==> src/rtl/alu_pkg.sv <==
`default_nettype none
// ============================================================================
// Module  : alu_pkg
// Purpose : Shared definitions for the ALU arbiter. Holds the default
//           operand width, the opcode encoding and the arbiter FSM states.
// Ports   : none (package)
// Revision: 1.0 - initial release
// ============================================================================
package alu_pkg;

  localparam int DEFAULT_N = 8;

  typedef enum logic [2:0] {
    OP_ADD  = 3'b000,
    OP_SUB  = 3'b001,
    OP_AND  = 3'b010,
    OP_OR   = 3'b011,
    OP_XOR  = 3'b100,
    OP_SHL  = 3'b101,
    OP_SHR  = 3'b110,
    OP_RSVD = 3'b111
  } alu_op_e;

  typedef enum logic [1:0] {
    ST_IDLE = 2'b00,
    ST_EXEC = 2'b01,
    ST_RESP = 2'b10
  } state_e;

endpackage : alu_pkg
`default_nettype wire

==> src/rtl/alu_core.sv <==
`default_nettype none
// ============================================================================
// Module  : alu_core
// Purpose : Purely combinational ALU. Arithmetic is evaluated one bit wider
//           than the operands so the extra bit gives carry (ADD) or
//           borrow (SUB).
// Ports   : a, b    - operands (N bits)
//           op      - opcode (3 bits, see alu_op_e)
//           result  - low N bits of the operation
//           carry   - carry-out / borrow, 0 for non-arithmetic opcodes
//           err     - reserved opcode was presented
// Revision: 1.0 - initial release
// ============================================================================
module alu_core
  import alu_pkg::*;
#(
  parameter int N = DEFAULT_N
) (
  input  logic [N-1:0] a,
  input  logic [N-1:0] b,
  input  logic [2:0]   op,
  output logic [N-1:0] result,
  output logic         carry,
  output logic         err
);

  logic [N:0] wide;

  always_comb begin
    wide   = '0;
    result = '0;
    carry  = 1'b0;
    err    = 1'b0;
    case (op)
      OP_ADD: begin
        wide   = {1'b0, a} + {1'b0, b};
        result = wide[N-1:0];
        carry  = wide[N];
      end
      OP_SUB: begin
        // Bit N of the wide difference is set exactly when a < b.
        wide   = {1'b0, a} - {1'b0, b};
        result = wide[N-1:0];
        carry  = wide[N];
      end
      OP_AND:  result = a & b;
      OP_OR:   result = a | b;
      OP_XOR:  result = a ^ b;
      OP_SHL:  result = {a[N-2:0], 1'b0};
      OP_SHR:  result = {1'b0, a[N-1:1]};
      default: err    = 1'b1;
    endcase
  end

endmodule : alu_core
`default_nettype wire

==> src/rtl/alu_arbiter.sv <==
`default_nettype none
// ============================================================================
// Module  : alu_arbiter
// Purpose : Two-requester round-robin front end for a shared ALU. One
//           operation is accepted in IDLE, executed in EXEC and presented
//           in RESP until the consumer takes it (3-cycle turnaround).
// Ports   : clk, rst_n                - clock, async active-low reset
//           reqX_valid / reqX_ready   - requester X handshake (X = 0, 1)
//           reqX_a, reqX_b, reqX_op   - requester X operands and opcode
//           rsp_valid / rsp_ready     - response handshake
//           rsp_id                    - requester that issued the operation
//           rsp_result, rsp_carry,
//           rsp_err                   - registered ALU outputs
// Revision: 1.0 - initial release
// ============================================================================
module alu_arbiter
  import alu_pkg::*;
#(
  parameter int N = DEFAULT_N
) (
  input  logic         clk,
  input  logic         rst_n,
  input  logic         req0_valid,
  output logic         req0_ready,
  input  logic [N-1:0] req0_a,
  input  logic [N-1:0] req0_b,
  input  logic [2:0]   req0_op,
  input  logic         req1_valid,
  output logic         req1_ready,
  input  logic [N-1:0] req1_a,
  input  logic [N-1:0] req1_b,
  input  logic [2:0]   req1_op,
  output logic         rsp_valid,
  input  logic         rsp_ready,
  output logic         rsp_id,
  output logic [N-1:0] rsp_result,
  output logic         rsp_carry,
  output logic         rsp_err
);

  state_e      state, next_state;
  logic        last_grant;
  logic        grant_valid;
  logic        grant_id;
  logic [N-1:0] lat_a, lat_b;
  logic [2:0]  lat_op;
  logic        lat_id;
  logic [N-1:0] core_result;
  logic        core_carry, core_err;

  // On contention the requester not granted last time wins; a lone
  // requester always wins.
  always_comb begin
    grant_valid = req0_valid | req1_valid;
    if (req0_valid && req1_valid) grant_id = ~last_grant;
    else                          grant_id = req1_valid;
  end

  always_ff @(posedge clk or negedge rst_n) begin
    if (!rst_n) state <= ST_IDLE;
    else        state <= next_state;
  end

  always_comb begin
    next_state = state;
    req0_ready = 1'b0;
    req1_ready = 1'b0;
    rsp_valid  = 1'b0;
    case (state)
      ST_IDLE: begin
        if (grant_valid) begin
          req0_ready = ~grant_id;
          req1_ready = grant_id;
          next_state = ST_EXEC;
        end
      end
      ST_EXEC: next_state = ST_RESP;
      ST_RESP: begin
        rsp_valid = 1'b1;
        if (rsp_ready) next_state = ST_IDLE;
      end
      default: next_state = ST_IDLE;
    endcase
  end

  always_ff @(posedge clk or negedge rst_n) begin
    if (!rst_n) begin
      last_grant <= 1'b1;
      lat_a      <= '0;
      lat_b      <= '0;
      lat_op     <= '0;
      lat_id     <= 1'b0;
      rsp_id     <= 1'b0;
      rsp_result <= '0;
      rsp_carry  <= 1'b0;
      rsp_err    <= 1'b0;
    end else begin
      if (state == ST_IDLE && grant_valid) begin
        last_grant <= grant_id;
        lat_id     <= grant_id;
        lat_a      <= grant_id ? req1_a  : req0_a;
        lat_b      <= grant_id ? req1_b  : req0_b;
        lat_op     <= grant_id ? req1_op : req0_op;
      end
      if (state == ST_EXEC) begin
        rsp_id     <= lat_id;
        rsp_result <= core_result;
        rsp_carry  <= core_carry;
        rsp_err    <= core_err;
      end
    end
  end

  alu_core #(.N(N)) u_core (
    .a      (lat_a),
    .b      (lat_b),
    .op     (lat_op),
    .result (core_result),
    .carry  (core_carry),
    .err    (core_err)
  );

endmodule : alu_arbiter
`default_nettype wire

==> config.mk <==
export PLATFORM = sky130hd
export DESIGN_NAME = alu_arbiter
export DESIGN_NICKNAME = d
export VERILOG_FILES = /design/src/rtl/alu_pkg.sv /design/src/rtl/alu_core.sv /design/src/rtl/alu_arbiter.sv
export SDC_FILE = /design/constraint.sdc
export NUM_CORES = 1
export LEC_CHECK = 0
export ABC_AREA = 1
export BUFFER_PORTS_ARGS = -buffer_cell sky130_fd_sc_hd__buf_2
export CAP_MARGIN = 20
export CORE_AREA = 2 2 81 83
export CTS_BUF_LIST = sky130_fd_sc_hd__clkbuf_4
export CTS_CLUSTER_SIZE = 40
export DETAILED_ROUTE_END_ITERATION = 7
export DIE_AREA = 0 0 83 85
export PLACE_DENSITY = 0.65
export SYNTH_ARGS = -nofsm -noshare
export SYNTH_HDL_FRONTEND = slang
export SYNTH_SLANG_ARGS = --single-unit
==> constraint.sdc <==
create_clock -name clk -period 2.1 [get_ports clk]
set_input_delay 0.21 -clock clk [delete_from_list [all_inputs] [get_ports clk]]
set_output_delay 0.21 -clock clk [all_outputs]
set_load 0.02 [all_outputs]
==> summary.md <==
| Metric | Value |
|---|---|
| Status | complete, no violations |
| Cell Area, Synth | 2650 um^2 |
| # port buffers | between 50 and 60 |
| Min Clock Period, post-route | 1.90 ns |
| DR vias | 2642 |
| R2R setup slack | around 0.20 ns |
| WL/cell | 13.7 um |
| P per Cell Area | around 1800 nW/um^2 |
| Mean number of vias per cell | ~5.2 |
| Worst hold stages | 4 |
| Slowest stage cell on the critical path | fa_1 |
| CP Class | reg -> reg |
| Row cnt | 29 |
| Setup TNS | 0 ns |
| Reg-to-Reg End | rsp_carry$_DFFE_PN0N_ |
| Clock skew | between 0.015 and 0.02 ns |
| Top cell type's share of synthesized area | 31.1% |
| CP cell instances | inv_1, fa_1, inv_1, nand3_1, nand3_1, nand2_1, nand2_1, nand2_1, nand2_1, nand2_1, nand2_1, nand2_1 |
| Cell repeated most along the worst path | nand2_1 |
| Gpl congestion | approximately 0.95 |
| Die height | 85 um |
| Most frequent cell after synthesis | nand2_1 |
| Initial DRC Count | 206 |
| Area leader, netlist | dfrtp_1 |
| EDFF count, synth | 0 |
| Leak Pwr | between 1.5 and 2 nW |
| Core ar. | just over 6000 um^2 |
| Num Clock Sinks | 34 |
| Mapped Cells | 370 |
| Clk Latency, worst-skew pair | approximately 0.35 ns |
| Setup crit end kind | register |
| Initial antenna violation count | 0 |
| Post-Route Utilization | approximately 50% |
| Relative slew slack | between 40% and 50% |
| Total power | roughly 0.0056 W |
| Total CTS buffers | 5 |
| Post-detail-place hpwl | between 5000 and 6000 um |
| Antenna Violating Nets Remaining | 0 |
| Worst-path clk slew | 0.13 ns |
| GR peak layer | met2 |
| Worst path max stage delay | between 0.4 and 0.5 ns |
| Final setup viols | 0 |
| Global Route met3 Usage | 4.09% |
| Global-route wire length before repair | roughly 12000 um |
| Max_cap viols | 0 |
| DRT Pass-1 Iters | 5 |
| Worst Hold Path EP | state[1]$_DFFE_PN0P_ |
| Final max-slew violation count | 0 |
| Total setup buffers inserted after CTS | 0 |
| Hold wc startpoint | rsp_ready |
| DRC | 0 |
| Ports | 57 |
| GRT Overall Usage | between 20 and 25% |
| Worst Max-Slew Pin Slew | roughly 0.76 ns |
| Maximum clock path buffer count | 2 |
| Final hold vios | 0 |
| Post-DP Area | 3020 um^2 |
| Maximum fanout along the worst path | 5 |
| Layout cells sized above 1 | 20.7% |
| Diode count | 0 |
| Yosys warns | 0 |
| Global-route met2 utilization | 31.5% |
| Reg2Reg Depth | 12 |
| Vias in the first global route | 2509 |
| Initial core utilization | a little over two fifths |
| Synth area leaders | dfrtp_1 (31%), nand2_1 (13%), ha_1 (12%) |
| RSZ-0062 raised after global routing | no |
| Critical Path Start Type | register |
| CTS root buf | clkbuf_4 |
| Top post-synthesis cells by count | nand2_1 (90), inv_1 (45), nor2_1 (40), dfrtp_1 (33), o22ai_1 (30) |
| Seq cells post-synth | 34 |
| Full die area | 7060 um^2 |
| Final Cycle Share | 90.5% |
| Distinct cell type count after synthesis | 34 |
| VDD IR max | ~640 uV |
| CTS tree | built |
| Synth Area per Inst | about 7.2 um^2 |
| Final instance area | between 3000 and 4000 um^2 |
| Grt ovf | 0 |
| Largest net degree at the start of global routing | 35 |
| Crit path arrival time | 2.15 ns |
| Syn_nets | 440 |
| Async set-or-reset flop fraction in the synthesized netlist | between 90% and 100% |
| Worst endpoint required time | between 2 and 2.5 ns |
| Seq/Total Area, Yosys | about a third |
| Nets | around 500 |
| Die X | about 83 um |
| Fmax achieved | approximately 0.53 GHz |
| GR Util met1 | between 20% and 30% |
| Top_reg_cell synth | dfrtp_1 |
| Layout area overhead | 18.1% |
| H-tree Lvls | 2 |
| Worst r2r src | lat_a[1]$_DFFE_PN0P_ |
| Final WL | 6930 um |
| Hold Path Class | in -> reg |
[power breakdown]
part	leakage (nW)	total [W]	switching (W)	internal, W
combinational	1.21	0.00374	0.00242	0.00132
clock	0.0554	0.000629	0.000257	0.000372
sequential	0.421	0.00124	0.000259	0.000977
total	1.69	0.00560	0.00293	0.00267
[cells by family (layout without fill, tap and decap cells)]
logic type	after synthesis	in the layout	share of synthesized area, %
flops	34	34	32.1
simple gates	173	173	28.6
compound gates	72	72	16.0
buf+inv	63	123	9.62
fa+ha+maj	27	27	13.3
xor+xnor	1	1	0.330
[cells in the final DEF (no fill, tap or decap), drive strengths merged]
master / synthesis / layout
a221oi: 1 / 1
nand4: 5 / 5
a21oi: 8 / 8
xor2: 1 / 1
dfstp: 1 / 1
o22ai: 30 / 30
nand3b: 2 / 2
dlygate4sd3: 0 / 1
o41ai: 1 / 1
inv: 51 / 51
buf: 3 / 62
nand3: 29 / 29
clkbuf: 8 / 5
nand2: 92 / 92
ha: 25 / 25
fa: 2 / 2
o211ai: 1 / 1
nor3: 3 / 3
o21ai: 29 / 29
bufinv: 0 / 2
dfrtp: 33 / 33
a21boi: 1 / 1
nor2: 41 / 41
o221ai: 1 / 1
clkinv: 1 / 2
or2: 1 / 1
[critical path: cells and delay by family (launching register included)]
family	cells	cell delay [ns]
AND/OR/NAND/NOR	9	0.58
buffers and inverters	2	0.26
adder cells (fa/ha/maj)	1	0.49
flip-flops	1	0.46
[cell type report]
class / count / area [um^2]
tap: 77 / 96.3
timing repair buffer: 63 / 335
multi-input combinational: 273 / 1550
inverter: 52 / 198
clock buffer: 5 / 37.5
fill: 623 / 3070
sequential: 34 / 852
clock inverter: 3 / 68.8
[what timing repair did]
| action | in CTS | in global routing |
|---|---|---|
| endpoints found under the setup margin | 0 | 0 |
| hold buffers | 1 | 0 |
| gates resized for setup | 0 | 0 |
| hold endpoints to repair | 33 | 0 |
[registers in the layout, indices dropped and copies added (netlist names)]
register    flops
rsp_id          1
last_grant      1
lat_b           8
lat_id          1
state           2
rsp_err         1
lat_a           8
rsp_result      8
lat_op          3
rsp_carry       1
[layer usage]
| layer | vias up | routed length (um) |
|---|---|---|
| met4 | 0 | 161 |
| met3 | 13 | 446 |
| met5 | - | 0 |
| met1 | 1211 | 3320 |
| met2 | 87 | 2990 |
| li1 | 1331 | - |
[worst max path at each step]
stage                              start                        end  slack (ns)  cells past startpoint
floorplan           lat_a[0]$_DFFE_PN0P_      rsp_carry$_DFFE_PN0N_        0.42                     13
global placement    lat_a[0]$_DFFE_PN0P_      rsp_carry$_DFFE_PN0N_        0.22                     13
detailed placement  lat_a[0]$_DFFE_PN0P_      rsp_carry$_DFFE_PN0N_        0.24                     13
CTS                 lat_a[0]$_DFFE_PN0P_      rsp_carry$_DFFE_PN0N_        0.21                     13
global route        lat_a[6]$_DFFE_PN0P_  rsp_result[7]$_DFFE_PN0N_        0.01                     11
finish              lat_a[1]$_DFFE_PN0P_      rsp_carry$_DFFE_PN0N_        0.20                     12
[metrics by stage]
stage	setup slack [ns]	std cells	hold slack, ns
global route	0.0129	507	0.0784
global placement	0.220	498	0.338
finish	0.200	507	0.0693
floorplan	0.420	370	-0.0856
CTS	0.206	507	0.0614
detailed placement	0.243	498	0.337
(Power assumes the default switching activity.)
